`src/rtl/instr_fetch_unit_if.sv`:
```
// instr_fetch_unit_if: scheduler, instruction-memory and decoder signals of the fetch stage
interface instr_fetch_unit_if #(
  parameter int PC_WIDTH = 8,
  parameter int INSTR_WIDTH = 18
);
  logic fetch_req;
  logic [PC_WIDTH-1:0] pc;
  logic [1:0] warp_num;
  logic fetch_ready;
  logic mem_req;
  logic [PC_WIDTH-1:0] mem_addr;
  logic mem_ack;
  logic [INSTR_WIDTH-1:0] mem_rdata;
  logic instr_valid;
  logic [INSTR_WIDTH-1:0] instr;
  logic [1:0] instr_warp;
  logic instr_ready;
  logic flush;
  logic fetch_error;
  logic [1:0] error_warp;
  modport master (
    input fetch_req, pc, warp_num, mem_ack, mem_rdata, instr_ready, flush,
    output fetch_ready, mem_req, mem_addr, instr_valid, instr, instr_warp, fetch_error, error_warp
  );
  modport slave (
    output fetch_req, pc, warp_num, mem_ack, mem_rdata, instr_ready, flush,
    input fetch_ready, mem_req, mem_addr, instr_valid, instr, instr_warp, fetch_error, error_warp
  );
endinterface

```
`src/rtl/instr_fetch_unit.sv`:
```
// instr_fetch_unit: single-outstanding instruction fetch with ack watchdog and flush
module instr_fetch_unit #(
  parameter int PC_WIDTH = 8,
  parameter int INSTR_WIDTH = 18,
  parameter int TIMEOUT = 15
) (
  input logic clk,
  input logic reset,
  instr_fetch_unit_if.master bus
);
  localparam int CW = $clog2(TIMEOUT + 1);
  localparam logic [1:0] IDLE = 2'd0, REQ = 2'd1, VALID = 2'd2;
  logic [1:0] state, state_d;
  logic [CW-1:0] wait_cnt;
  logic [PC_WIDTH-1:0] addr_q;
  logic [INSTR_WIDTH-1:0] instr_q;
  logic [1:0] warp_q, err_warp_q;
  logic req_q, valid_q, err_q;
  logic ready, accept, ack, tmo, in_req;
  always_comb begin
    in_req = state == REQ;
    ready = state == IDLE || (state == VALID && bus.instr_ready);
    accept = ready && bus.fetch_req && !bus.flush;
    ack = in_req && bus.mem_ack && !bus.flush;
    tmo = in_req && !bus.mem_ack && !bus.flush && wait_cnt == CW'(TIMEOUT);
    state_d = bus.flush ? IDLE : ack ? VALID : tmo ? IDLE : accept ? REQ :
              (state == VALID && bus.instr_ready) ? IDLE : state;
  end
  always_ff @(posedge clk) begin
    if (reset) begin
      state <= IDLE;
      wait_cnt <= '0;
      addr_q <= '0;
      instr_q <= '0;
      warp_q <= '0;
      err_warp_q <= '0;
      req_q <= 1'b0;
      valid_q <= 1'b0;
      err_q <= 1'b0;
    end else begin
      state <= state_d;
      req_q <= state_d == REQ;
      valid_q <= state_d == VALID;
      if (accept) begin
        addr_q <= bus.pc;
        warp_q <= bus.warp_num;
        wait_cnt <= '0;
      end else if (in_req && !ack && !tmo) begin
        wait_cnt <= wait_cnt + CW'(1);
      end
      if (ack) instr_q <= bus.mem_rdata;
      if (tmo) begin
        err_q <= 1'b1;
        err_warp_q <= warp_q;
      end
    end
  end
  assign bus.fetch_ready = ready;
  assign bus.mem_req = req_q;
  assign bus.mem_addr = addr_q;
  assign bus.instr_valid = valid_q;
  assign bus.instr = instr_q;
  assign bus.instr_warp = warp_q;
  assign bus.fetch_error = err_q;
  assign bus.error_warp = err_warp_q;
endmodule

```
`src/flat_wrapper.sv`:
```
// flat-port wrapper written by rule: the top's interface ports become plain ports
module instr_fetch_unit_flat 
#(
  parameter int PC_WIDTH = 8,
  parameter int INSTR_WIDTH = 18,
  parameter int TIMEOUT = 15
)
  (clk, reset, bus_fetch_req, bus_pc, bus_warp_num, bus_mem_ack, bus_mem_rdata, bus_instr_ready, bus_flush, bus_fetch_ready, bus_mem_req, bus_mem_addr, bus_instr_valid, bus_instr, bus_instr_warp, bus_fetch_error, bus_error_warp);
  instr_fetch_unit_if #(.PC_WIDTH(PC_WIDTH), .INSTR_WIDTH(INSTR_WIDTH)) bus_i ();
  input logic clk;
  input logic reset;
  input wire logic [$bits(bus_i.fetch_req)-1:0] bus_fetch_req;
  input wire logic [$bits(bus_i.pc)-1:0] bus_pc;
  input wire logic [$bits(bus_i.warp_num)-1:0] bus_warp_num;
  input wire logic [$bits(bus_i.mem_ack)-1:0] bus_mem_ack;
  input wire logic [$bits(bus_i.mem_rdata)-1:0] bus_mem_rdata;
  input wire logic [$bits(bus_i.instr_ready)-1:0] bus_instr_ready;
  input wire logic [$bits(bus_i.flush)-1:0] bus_flush;
  output wire logic [$bits(bus_i.fetch_ready)-1:0] bus_fetch_ready;
  output wire logic [$bits(bus_i.mem_req)-1:0] bus_mem_req;
  output wire logic [$bits(bus_i.mem_addr)-1:0] bus_mem_addr;
  output wire logic [$bits(bus_i.instr_valid)-1:0] bus_instr_valid;
  output wire logic [$bits(bus_i.instr)-1:0] bus_instr;
  output wire logic [$bits(bus_i.instr_warp)-1:0] bus_instr_warp;
  output wire logic [$bits(bus_i.fetch_error)-1:0] bus_fetch_error;
  output wire logic [$bits(bus_i.error_warp)-1:0] bus_error_warp;
  assign bus_i.fetch_req = bus_fetch_req;
  assign bus_i.pc = bus_pc;
  assign bus_i.warp_num = bus_warp_num;
  assign bus_i.mem_ack = bus_mem_ack;
  assign bus_i.mem_rdata = bus_mem_rdata;
  assign bus_i.instr_ready = bus_instr_ready;
  assign bus_i.flush = bus_flush;
  assign bus_fetch_ready = bus_i.fetch_ready;
  assign bus_mem_req = bus_i.mem_req;
  assign bus_mem_addr = bus_i.mem_addr;
  assign bus_instr_valid = bus_i.instr_valid;
  assign bus_instr = bus_i.instr;
  assign bus_instr_warp = bus_i.instr_warp;
  assign bus_fetch_error = bus_i.fetch_error;
  assign bus_error_warp = bus_i.error_warp;
  instr_fetch_unit #(.PC_WIDTH(PC_WIDTH), .INSTR_WIDTH(INSTR_WIDTH), .TIMEOUT(TIMEOUT)) u_core (.clk(clk), .reset(reset), .bus(bus_i));
endmodule
```
`config.mk`:
```
export PLATFORM = sky130hd
export DESIGN_NAME = instr_fetch_unit_flat
export DESIGN_NICKNAME = d
export VERILOG_FILES = /design/src/rtl/instr_fetch_unit_if.sv /design/src/rtl/instr_fetch_unit.sv /design/src/flat_wrapper.sv
export SDC_FILE = /design/constraint.sdc
export NUM_CORES = 1
export LEC_CHECK = 0
export BUFFER_PORTS_ARGS = -buffer_cell sky130_fd_sc_hd__buf_2
export CAP_MARGIN = 30
export CORE_MARGIN = 8
export CORE_UTILIZATION = 40
export DETAILED_ROUTE_END_ITERATION = 16
export HOLD_SLACK_MARGIN = 0.15
export PLACE_DENSITY = 0.67
export SYNTH_ARGS = -nofsm -noshare
export SYNTH_HDL_FRONTEND = slang
export SYNTH_SLANG_ARGS = --single-unit
```
`constraint.sdc`:
```
create_clock -name clk -period 2 [get_ports clk]
set_input_delay 0.4 -clock clk [delete_from_list [all_inputs] [get_ports clk]]
set_output_delay 0.4 -clock clk [all_outputs]
set_load 0.01 [all_outputs]
```
==> impl_metrics.toml <==
[timing]
setup_tns_ns = 0
finalMaxSlewViolations = 0
rsz0062_at_grt = "no"
fin_skew_ns = 0.002832
post-route-min-period_ns = 1.469
tightest_slew_ns = 0.6614
fmax_ghz = 0.6805
post-route-period-util_pct = 73.47
hold_viol = 0
slew-limit-headroom_pct = 55.91
setup_viol = 0

[yosys]
synthSimpleGateAreaFrac_pct = 24.54
synth_mux_area_share_pct = 8.739
syn_area_per_cell_sq_um = 9.364
synth_top_family_by_area = "simple AND/OR/NAND/NOR gates"
synth-compound-area-share_pct = 8.067
synth_xor_area_share_pct = 1.765
synth_top_cell_by_area = "dfxtp_1"
yosysWarnings = 0
ys_seq_area_share_pct = 52.44
yosysUniqueCellTypes = 29
synth_fp_nets = 194
synth-seq-cells = 39
syn_area_sq_um = 1489
syn_inst = 159
synth_top_cells_by_area = "dfxtp_1 52%, nand2_1 9.1%, mux2i_1 8.7%, a21oi_1 6.4%, nor2_1 4.0%"
yosys.area_share.adder_pct = 0.8403
yosysTopAreaCellShare_pct = 52.44

[die]
ioPinCount = 68
start_util_pct = 40.98
dieArea_sq_um = 5931
die_y_um = 77.01
core_area_sq_um = 3633
rows = 22
fp.dieW_um = 77.01

[finish]
final_common_cell = "buf_2"
drive_gt1_share_pct = 36.12
synthToLayoutAreaGrowth_pct = 29.41
layout_common_cells = "67 x buf_2, 39 x dfxtp_1, 36 x nand2_1"
fin_util_pct = 53.03
nets = 261
fillCellCount = 367
diodes = 0
layout.cells.non_filler = 275

[outcome]
outcome = "finished, final reports clean"

[cts]
cts_setup_buffers = 0
root_buffer = "clkbuf_8"
htreeDepth = 2
cts_resized = 0
cts_tree = "done"
cts_buffers = 5
cts.path.max_buffers = 2
cts_hold_buffers = 0
clk_latency_ns = 0.28
clkSinkCount = 39
clk_pin_slew_ns = 0.07

[grt]
grt_pass1_wl_um = 5782
antenna_found_initial = 0
grt_use_total_pct = 11.79
globalRouteOverflowTotal = 0
grt_pass1_vias = 1250
grt_max_degree = 28

[critical_path]
cp_slowest_cell = "a2111o_1"
crit_chain = "ha_1 -> nand4b_4 -> nor3_4 -> a2111o_1 -> and2_1"
worstPathRequired_ns = 2.18
path_max_fanout = 4
worst_setup_path_start_kind = "flop"
cp_num_buf_inv = 0
cpLargestDelayFamily = "compound AO/OA/AOI/OAI gates"
end_kind = "flop"
slowest_delay_ns = 0.43
cp.arrival_ns = 1.65
criticalPathCategory = "flop to flop"

[pwr]
intPower_mw = 1.101
ir_drop_uv = 452.2
power_switching_mw = 0.3198
clkPwrFrac_pct = 34.3
combPwrFrac_pct = 9.1
power.leakage_nw = 0.9047
powerDensity_nw_per_um2 = 737.5
p_seq_share_pct = 56.7
switching_share_pct = 22.50

[detailed_routing]
wirelength_um = 3414
drc = 0
first_pass_iters = 4
drtIter0Drc = 44
wl_per_cell_um = 12.41
vias_per_cell = 4.571
ant_nets = 0
num_vias = 1257

[place]
portBuffers = 67
dp_hpwl_um = 2612
place_inst = 267
place_congestion = 0.7371

[min_path]
hold_class = "input pin to flop"

[job]
maxCapViolCount = 0
## worst reg2reg max path: stages, from the launching register on
cell and delay [ns]:
dfxtp_1 0.33, ha_1 0.25, nand4b_4 0.13, nor3_4 0.07
a2111o_1 0.43, and2_1 0.17
## final timing paths
kind                        from  depth (start not counted)  slack (ns)                endpoint
min                    bus_pc[7]                          3        0.35  u_core.bus.mem_addr[7]
min reg2reg  u_core.bus.instr[2]                          2        0.45     u_core.bus.instr[2]
max reg2reg   u_core.wait_cnt[0]                          5        0.53  u_core.bus.instr_valid
max           u_core.wait_cnt[0]                          5        0.53  u_core.bus.instr_valid
## cells in the mapped netlist
| library cell | count |
|---|---|
| nor3_4 | 1 |
| a21oi_1 | 19 |
| nor3_1 | 4 |
| nand4_1 | 2 |
| and2b_1 | 1 |
| and2_1 | 1 |
| a2111o_1 | 1 |
| buf_2 | 1 |
| buf_1 | 2 |
| buf_4 | 3 |
| buf_6 | 1 |
| xor2_1 | 3 |
| nor2b_1 | 1 |
| nand3_1 | 1 |
| nor2_4 | 1 |
| nand2_1 | 36 |
| nand2b_1 | 2 |
| nor3b_2 | 1 |
| nor2_1 | 16 |
| nand4b_4 | 1 |
| dfxtp_1 | 39 |
| a21o_2 | 1 |
| and3_1 | 1 |
| and4bb_1 | 1 |
| mux2i_1 | 13 |
| clkbuf_1 | 2 |
| nand2b_2 | 2 |
| ha_1 | 1 |
| o21ai_0 | 1 |
## state kept, by name (all words and copies together), names as in the netlist
register                cells
u_core.bus.mem_req          1
u_core.wait_cnt             4
u_core.bus.instr_valid      1
u_core.bus.instr           18
u_core.bus.mem_addr         8
u_core.bus.fetch_error      1
u_core.bus.error_warp       2
u_core.state                2
u_core.bus.instr_warp       2
## power groups by stage
| stage | Sequential (mW) | Clock (mW) | Combinational, mW |
|---|---|---|---|
| floorplan | 0.831 | 0 | 0.0635 |
| global placement | 0.823 | 0 | 0.130 |
| detailed placement | 0.823 | 0 | 0.131 |
| CTS | 0.805 | 0.510 | 0.132 |
| global route | 0.807 | 0.551 | 0.143 |
| finish | 0.805 | 0.487 | 0.129 |
## cells by family (layout without fill, tap and decap cells)
family          Yosys count  after routing
mux                      13             13
buf+inv                   9             77
compound gates           22             22
xor+xnor                  3              3
simple gates             72             72
flops                    39             39
fa+ha+maj                 1              1
## cell type report
| cell class | count | area, sq um | area share (%) |
|---|---|---|---|
| Clock buffer | 7 | 76.32 | 3.961 |
| Clock inverter | 1 | 5.005 | 0.2597 |
| Multi-Input combinational cell | 111 | 654.4 | 33.96 |
| Sequential cell | 39 | 780.7 | 40.52 |
| Tap cell | 48 | 60.06 | 3.117 |
| Timing Repair Buffer | 69 | 350.3 | 18.18 |
## layer usage
layer | vias to the layer above | wire (um) | global-route usage (%)
met5 | - | 0 | 0
met4 | 0 | 29 | 3.962
met3 | 2 | 282 | 6.876
met2 | 38 | 1615 | 18.44
met1 | 557 | 1487 | 13.05
li1 | 660 | - | -
## metrics by stage
| step | hold WS (ns) | instance area (sq um) | setup WS (ns) | power (mW) |
|---|---|---|---|---|
| CTS | 0.3455 | 1927 | 0.5183 | 1.447 |
| floorplan | 0.4785 | 1489 | 0.6085 | 0.8941 |
| detailed placement | 0.4443 | 1846 | 0.3578 | 0.9542 |
| finish | 0.3526 | 1927 | 0.5306 | 1.421 |
| global placement | 0.4400 | 1846 | 0.4020 | 0.9526 |
| global route | 0.3469 | 1927 | 0.4342 | 1.501 |
Note: power is estimated with default switching activity, not from simulation.
